[src/rtl/mu_particle_dispatch.sv]
// mu_particle_dispatch: routes motion-updated particles either to the local
// position/velocity cache (home cell) or into a migration FIFO that feeds the
// inter-cell router over a valid/ready stream. One pass per MU_start.
// Optional feature macro: MU_DISPATCH_STATS_EN builds the per-pass local and
// migration counters; when undefined both count outputs are tied to 0.

package MD_pkg;
  localparam int PARTICLE_ID_WIDTH = 8;
  localparam int ELEMENT_WIDTH     = 2;
  localparam int MU_ID_WIDTH       = 4;
  typedef struct packed { logic [31:0] x, y, z; } offset_data_t;
  typedef struct packed { logic [31:0] x, y, z; } float_data_t;
endpackage

module mu_particle_dispatch
  import MD_pkg::*;
#(
  parameter int MIG_FIFO_DEPTH = 16
) (
  input  logic                         clk,
  input  logic                         rst,
  input  logic                         MU_start,
  input  logic [PARTICLE_ID_WIDTH-1:0] i_num_particles,
  input  offset_data_t                 i_offset,
  input  float_data_t                  i_vel,
  input  logic [ELEMENT_WIDTH-1:0]     i_element,
  input  logic                         i_data_valid,
  input  logic [MU_ID_WIDTH-1:0]       i_MU_id,
  input  logic [1:0]                   i_cell_x_offset,
  input  logic [1:0]                   i_cell_y_offset,
  input  logic [1:0]                   i_cell_z_offset,
  output logic                         o_wr_en,
  output logic [PARTICLE_ID_WIDTH-1:0] o_wr_addr,
  output offset_data_t                 o_wr_offset,
  output float_data_t                  o_wr_vel,
  output logic [ELEMENT_WIDTH-1:0]     o_wr_element,
  output logic                         o_mig_valid,
  input  logic                         i_mig_ready,
  output offset_data_t                 o_mig_offset,
  output float_data_t                  o_mig_vel,
  output logic [ELEMENT_WIDTH-1:0]     o_mig_element,
  output logic [5:0]                   o_mig_dst,
  output logic [MU_ID_WIDTH-1:0]       o_mig_MU_id,
  output logic                         o_dispatch_done,
  output logic                         o_overflow,
  output logic                         o_illegal,
  output logic [PARTICLE_ID_WIDTH-1:0] o_local_count,
  output logic [PARTICLE_ID_WIDTH-1:0] o_mig_count
);

  localparam int AW = $clog2(MIG_FIFO_DEPTH);

  typedef enum logic [1:0] {IDLE, RUN, DRAIN, DONE} state_t;

  typedef struct packed {
    offset_data_t                offset;
    float_data_t                 vel;
    logic [ELEMENT_WIDTH-1:0]    element;
    logic [5:0]                  dst;
    logic [MU_ID_WIDTH-1:0]      mu_id;
  } mig_entry_t;

  state_t                         state, state_nxt;
  logic [PARTICLE_ID_WIDTH-1:0]   n_lat, rx_cnt, wr_addr;
  mig_entry_t                     mem [MIG_FIFO_DEPTH];
  mig_entry_t                     head;
  logic [AW:0]                    wr_ptr, rd_ptr;
  logic                           empty, full;
  logic                           beat_ok, any_ill, is_local;
  logic                           loc_we, mig_req, push, pop, drop;

  // Extra pointer MSB distinguishes full from empty.
  assign empty = (wr_ptr == rd_ptr);
  assign full  = (wr_ptr[AW] != rd_ptr[AW]) && (wr_ptr[AW-1:0] == rd_ptr[AW-1:0]);

  // A start cycle flushes, so a beat coinciding with it is not taken.
  assign beat_ok  = i_data_valid && (state == RUN) && !MU_start;
  assign any_ill  = (i_cell_x_offset == 2'b11) || (i_cell_y_offset == 2'b11) ||
                    (i_cell_z_offset == 2'b11);
  assign is_local = (i_cell_x_offset == 2'b01) && (i_cell_y_offset == 2'b01) &&
                    (i_cell_z_offset == 2'b01);
  assign loc_we   = beat_ok && !any_ill && is_local;
  assign mig_req  = beat_ok && !any_ill && !is_local;
  assign pop      = !empty && i_mig_ready;
  assign push     = mig_req && (!full || pop);
  assign drop     = mig_req && !push;

  // Next-state logic; MU_start from any state (re)enters RUN.
  always_comb begin
    state_nxt = state;
    case (state)
      IDLE:  if (MU_start) state_nxt = RUN;
      RUN:   if (rx_cnt == n_lat) state_nxt = DRAIN;
      DRAIN: if (empty) state_nxt = DONE;
      DONE:  state_nxt = IDLE;
    endcase
    if (MU_start) state_nxt = RUN;
  end

  // State, pass bookkeeping, sticky flags and done pulse.
  always_ff @(posedge clk) begin
    if (rst) begin
      state           <= IDLE;
      n_lat           <= '0;
      rx_cnt          <= '0;
      wr_addr         <= '0;
      o_overflow      <= 1'b0;
      o_illegal       <= 1'b0;
      o_dispatch_done <= 1'b0;
    end else begin
      state           <= state_nxt;
      o_dispatch_done <= (state == DONE) && !MU_start;
      if (MU_start) begin
        n_lat      <= i_num_particles;
        rx_cnt     <= '0;
        wr_addr    <= '0;
        o_overflow <= 1'b0;
        o_illegal  <= 1'b0;
      end else begin
        if (beat_ok)                  rx_cnt     <= rx_cnt + 1'b1;
        if (loc_we)                   wr_addr    <= wr_addr + 1'b1;
        if (drop)                     o_overflow <= 1'b1;
        if (beat_ok && any_ill)       o_illegal  <= 1'b1;
      end
    end
  end

  // Local cache write port, one cycle after the beat.
  always_ff @(posedge clk) begin
    if (rst) begin
      o_wr_en      <= 1'b0;
      o_wr_addr    <= '0;
      o_wr_offset  <= '0;
      o_wr_vel     <= '0;
      o_wr_element <= '0;
    end else begin
      o_wr_en <= loc_we;
      if (loc_we) begin
        o_wr_addr    <= wr_addr;
        o_wr_offset  <= i_offset;
        o_wr_vel     <= i_vel;
        o_wr_element <= i_element;
      end
    end
  end

  // Migration FIFO pointers; MU_start flushes.
  always_ff @(posedge clk) begin
    if (rst || MU_start) begin
      wr_ptr <= '0;
      rd_ptr <= '0;
    end else begin
      if (push) wr_ptr <= wr_ptr + 1'b1;
      if (pop)  rd_ptr <= rd_ptr + 1'b1;
    end
  end

  // Migration FIFO storage (no reset needed; payload is masked when empty).
  always_ff @(posedge clk) begin
    if (push)
      mem[wr_ptr[AW-1:0]] <= '{offset:  i_offset,
                               vel:     i_vel,
                               element: i_element,
                               dst:     {i_cell_x_offset, i_cell_y_offset, i_cell_z_offset},
                               mu_id:   i_MU_id};
  end

  assign head          = empty ? '0 : mem[rd_ptr[AW-1:0]];
  assign o_mig_valid   = !empty;
  assign o_mig_offset  = head.offset;
  assign o_mig_vel     = head.vel;
  assign o_mig_element = head.element;
  assign o_mig_dst     = head.dst;
  assign o_mig_MU_id   = head.mu_id;

`ifdef MU_DISPATCH_STATS_EN
  // Saturating per-pass counters of local writes and accepted pushes.
  always_ff @(posedge clk) begin
    if (rst || MU_start) begin
      o_local_count <= '0;
      o_mig_count   <= '0;
    end else begin
      if (loc_we && (o_local_count != '1)) o_local_count <= o_local_count + 1'b1;
      if (push   && (o_mig_count   != '1)) o_mig_count   <= o_mig_count + 1'b1;
    end
  end
`else
  assign o_local_count = '0;
  assign o_mig_count   = '0;
`endif

endmodule

[config.mk]
export PLATFORM = sky130hd
export DESIGN_NAME = mu_particle_dispatch
export DESIGN_NICKNAME = d
export VERILOG_FILES = /design/src/rtl/mu_particle_dispatch.sv
export SDC_FILE = /design/constraint.sdc
export NUM_CORES = 2
export LEC_CHECK = 0
export ABC_CLOCK_PERIOD_IN_PS = 51100
export CAP_MARGIN = 25
export CORE_UTILIZATION = 60
export CTS_CLUSTER_DIAMETER = 30
export CTS_CLUSTER_SIZE = 16
export DETAILED_ROUTE_END_ITERATION = 8
export GPL_TIMING_DRIVEN = 0
export HOLD_SLACK_MARGIN = 0.03
export PLACE_DENSITY = 0.8
export SLEW_MARGIN = 40
export SYNTH_ARGS = -nofsm -noshare
export SYNTH_HDL_FRONTEND = slang
export SYNTH_SLANG_ARGS = --single-unit
[constraint.sdc]
create_clock -name clk -period 51.1 [get_ports clk]
set_input_delay 10.22 -clock clk [delete_from_list [all_inputs] [get_ports clk]]
set_output_delay 10.22 -clock clk [all_outputs]
set_load 0.02 [all_outputs]
# == After elaboration in Yosys (flattened, before gate mapping) ==
# Memories as Yosys holds them, arrays and structs flattened. A register that Yosys moved wholly into a read port is not among the register bits.
# Index checks and enable logic that the tools add are counted.
# classes
n_addsub,4
n_reduce_logical,27
n_bitwise,1
eq_ne,18
mux,9
# ops
cell,count
2-to-1 mux 204 bit,1
"adder 8 x 1 -> 8 bit, second input constant",2
logical AND 1 bit,13
"adder 5 x 1 -> 5 bit, second input constant",2
"== test 2 bit, second input constant",5
"== test 2 x 1 -> 1 bit, second input constant",4
== test 8 bit,1
2-to-1 mux 4 bit,2
logical NOT 1 bit,6
case mux 2 bit (3 select lines),1
AND reduction 3 bit,2
== test 5 bit,1
== test 4 bit,1
logical OR 1 bit,4
2-to-1 mux 2 bit,2
"!= test 2 bit, second input constant",2
2-to-1 mux 1 bit,3
"!= test 3 x 2 -> 1 bit, second input constant",1
"!= test 3 bit, second input constant",1
logical NOT 2 bit,1
"!= test 2 x 1 -> 1 bit, second input constant",1
OR reduction 2 bit,1
!= test 1 bit,1
inverter 1 bit,1
# word_totals
reg_bits,242
ram_bits,3264
inputBits,217
memories,1
word_cells,79
# mem_list
name,depth,word_bits,read_ports,rd_ports_with_merged_regs,write_ports,line,source
mem,16,204,1,1,1,65,mig_entry_t mem [MIG_FIFO_DEPTH];

# == Depth between registers and ports, before layout ==
# depth
word_depth,9
depth_mapped,8
depth_no_buf,5

# == Worst setup path after synthesis ==
# OpenSTA, ideal clock, no wires.
# synth_path
path_type,input port to flip-flop
start,input port i_cell_x_offset[1]
end,memory mem[3][0] (netlist name) (enable)
t_arrival_ns,25.095
n_path_buf,0
stages,5
t_required_ns,50.080
path_slack_ns,24.985
cell_sequence,a222oi_1 nand2_2 a211oi_4 nand2_1 nor3_1
# synth_between
elab_chain_cells,9
# synth_lines
element,line,source
from (decl),29,"input logic [1:0] i_cell_x_offset,"
== test 2 bit,78,assign any_ill = (i_cell_x_offset == 2'b11) || (i_cell_y_offset == 2'b11) ||
logical OR 1 bit (2 in a row),78,
logical NOT 1 bit,83,assign mig_req = beat_ok && !any_ill && !is_local;
logical AND 1 bit,83,
logical AND 1 bit *,83,
logical AND 1 bit *,85,assign push = mig_req && (!full || pop);
2-to-1 mux 1 bit *,160,if (push)
2-to-1 mux 1 bit (implied by the code) *,161,"mem[wr_ptr[AW-1:0]] <= '{offset: i_offset,"
to (decl),65,
# Every way passes the cells marked *; elsewhere a longest branch is shown, timed or not.

==> impl_metrics.toml <==
[synthesis]
synth_seq_cells = 3510
syn_area_um2 = 130000
ys_types = 40
syn_area_per_cell_um2 = 21.3
ys.warnings.count = 0
synthesis.instances = 6120
ys_seq_area_share_pct = 78.9

[sta]
rsz0062_at_grt = "no"
timing.hold.ws_ns = 0.451
setup_tns_ns = 0
setup_violations = 0
layout_setup_ws_ns = 35.52
maxSlewViolCount = 0
max_slew_margin_pct = 34.3
fin_crit_sh_pct = 30.5
fin_skew_ns = 0.0560
period_needed_ns = 15.58
finalHoldViolations = 0
fmax_mhz = 64.2
worst_pin_slew_ns = 0.986

[place]
dp_hpwl_um = 230000
gp_congestion = 0.795
port_buffers = 626
dp_slack_ns = 35.98
placed_cell_area_um2 = 144000

[worst_setup_path]
critPathMaxFanout = 10
cp_top_family = "buffers and inverters"
critPathLaunchType = "register"
cp_slowest_stage_delay_ns = 0.74
worstPathRequired_ns = 40.88
crit_buf_inv = 6
cp_slowest_cell = "clkdlybuf4s50_1"
cp-end-kind = "primary output"
crit_top_cell = "clkbuf_2"
path_class = "reg2out"
worst-endpoint-arrival_ns = 5.36
path_cells = "buf_2 > clkbuf_2 > nand2_2 > clkbuf_2 > buf_16 > clkbuf_1 > o22ai_1 > nor3_1 > clkdlybuf4s50_1"

[routing]
wirelength_um = 425000
route.detailed.drc = 0
wl_per_cell_um = 39.1
drtPass1Iterations = 6
via_per_inst = 7.15
vias = 77700
ant_nets = 0
first_iter_violations = 12800

[power]
p_clk_share_pct = 54.8
p_leak_nw = 51.5
p_seq_share_pct = 43.9
p_int_mw = 5.65
p_sw_mw = 1.51
power_density_nw_per_um2 = 44.0
switching_share_pct = 21.0
power_frac_comb_pct = 1.3
peakVddDrop_mv = 0.0353

[clock_tree]
clkTransAtPathRegs_ns = 0.04
post_cts_resized = 0
htreeDepth = 6
clk_latency_ns = 0.98
cts_buffers = 564
clock-sinks = 3510
cts_tree = "built"
clockBufferDepth = 4
hold_buffers = 0
cts_root_buf = "clkbuf_16"
post_cts_buffers = 0

[global_route]
groute.usage.overall_pct = 38.7
grt_max_degree = 32
grt_pass1_vias = 79300
grt-ovfl-total = 0
grt_pass1_wl_um = 586000
antenna_found_initial = 43

[cells_and_area]
drive_above_1_share_pct = 27.7
syn_to_final_growth_pct = 24.9
layout.nets = 7759
fin_area_um2 = 163000

[floorplanning]
start_util_pct = 60.6
die_w_um = 468
dieArea_um2 = 219000
rows = 170
die_h_um = 468
io_pins = 644
coreArea_um2 = 215000

[worst_hold_path]
hold_class = "reg2reg"

[run]
maxCapViolCount = 0

[status]
status = "finished clean"
## placed cells by master (no fill, tap or decap), types with 7 or more instances in the layout
cell type / instances
edfxtp_1: 3264
mux4_2: 816
clkdlybuf4s50_1: 624
clkbuf_16: 584
nand2_1: 421
o22ai_1: 408
dfxtp_1: 246
a21oi_1: 209
clkbuf_1: 206
nor3_1: 197
buf_2: 133
buf_12: 110
buf_4: 109
clkbuf_2: 83
bufinv_16: 73
clkinv_2: 69
clkinvlp_4: 61
inv_6: 59
clkinv_1: 42
diode_2: 41
nor2_1: 40
clkinv_4: 40
xor2_1: 23
conb_1: 16
and3_4: 14
xnor2_1: 10
nand4_1: 10
mux2i_1: 10
clkinv_8: 9
nor3_2: 8
inv_8: 8
buf_16: 8
ha_1: 7
## final cells by class
class / count / area (µm²)
buffer: 390 / 1880
multi-input combinational: 2230 / 25900
tap: 2838 / 3550
sequential: 3510 / 103000
antenna: 41 / 103
clock buffer: 652 / 14900
timing repair buffer: 834 / 9350
clock inverter: 363 / 4290
fill: 10300 / 52400
inverter: 5 / 18.8
## flip-flops by register name, indices dropped and copies added (netlist names), 5 cells and up, named ones only
name         flops
wr_ptr           5
rd_ptr           5
mem           3264
o_wr_offset     96
wr_addr          8
o_wr_vel        96
n_lat            8
rx_cnt           8
o_wr_addr        8
## stage by stage
step / total power [mW] / instances / util [%]
4_1_cts: 7.15 / 10800 / 75.6
5_1_grt: 7.28 / 10800 / 75.7
6_report: 7.16 / 10900 / 75.7
2_1_floorplan: 3.22 / 6135 / -
3_5_place_dp: 3.29 / 9804 / 66.7
3_3_place_gp: 3.28 / 9599 / 65.2
## path summary, 6_finish.rpt
path / start / to / cells after the start / slack (ns)
setup / recovery: register / o_mig_offset[80] / 9 / 35.52
hold / removal: o_wr_vel[4]$_SDFFE_PP0P_ / o_wr_vel[4]$_SDFFE_PP0P_ / 2 / 0.45
setup reg to reg: state[0]$_SDFFE_PP0P_ / mem[3][148]$_DFFE_PP_ / 14 / 46.18
hold reg to reg: o_wr_vel[4]$_SDFFE_PP0P_ / o_wr_vel[4]$_SDFFE_PP0P_ / 2 / 0.45
## power groups by stage
stage / combinational (mW) / sequential (mW) / clock [mW]
floorplan: 0.0179 / 3.20 / 0
global placement: 0.0798 / 3.20 / 0
detailed placement: 0.0867 / 3.20 / 0
CTS: 0.0899 / 3.15 / 3.91
global route: 0.0952 / 3.14 / 4.04
finish: 0.0929 / 3.15 / 3.92
## worst min-delay path: stages, from the launching register on
cell and delay [ns]:
dfxtp_1 0.30, nand2_1 0.05, a21oi_1 0.05
## cell families (layout without fill, tap and decap cells)
kind of cell             Yosys count  in the layout  share of synthesized area [%]
AND/OR/NAND/NOR                  722            722                           2.40
other                              1             57                        0.00288
AO/OA/AOI/OAI                    626            626                           2.83
buffers and inverters            395           2244                           1.37
XOR/XNOR                          33             33                          0.222
flip-flops                      3510           3510                           78.9
adder cells (fa/ha/maj)            7              7                         0.0672
multiplexers                     826            826                           14.2
## Yosys cell counts
master     instances  area (µm²)
a2111oi_2          1        15.0
a211oi_1           1        7.51
a211oi_4           1        20.0
a21oi_1          209        1050
a221oi_1           1        8.76
a222oi_1           1        10.0
a31oi_1            2        12.5
and2_0             1        6.26
and2_1             2        12.5
and3_1            18         113
and4_1             1        8.76
buf_1             10        37.5
buf_2            112         561
buf_4             44         330
clkbuf_1         224         841
conb_1             1        3.75
dfxtp_1          246        4920
edfxtp_1        3264       98000
ha_1               7        87.6
inv_1              5        18.8
mux2i_1           10         100
mux4_2           816       18400
nand2_1          422        1580
nand2_2            1        6.26
nand2b_1           4        25.0
nand3_1            3        15.0
nand4_1           10        62.6
nor2_1            40         150
nor2b_1            5        31.3
nor3_1           205        1030
nor4_1             2        12.5
nor4_4             1        21.3
nor4bb_1           2        20.0
o21ai_1            1        5.00
o22ai_1          408        2550
o31ai_1            1        7.51
or2_2              3        18.8
or3_1              2        12.5
xnor2_1           10        87.6
xor2_1            23         201
## per-layer routing
layer | vias up | track usage (%) | part of all wire, %
met1 | 39100 | 47.5 | 31
met4 | 22 | 26.9 | 8.0
met2 | 8150 | 60.4 | 47
li1 | 28600 | - | -
met5 | - | 0 | 0.032
met3 | 1829 | 10.3 | 13
(Power assumes the default switching activity.)
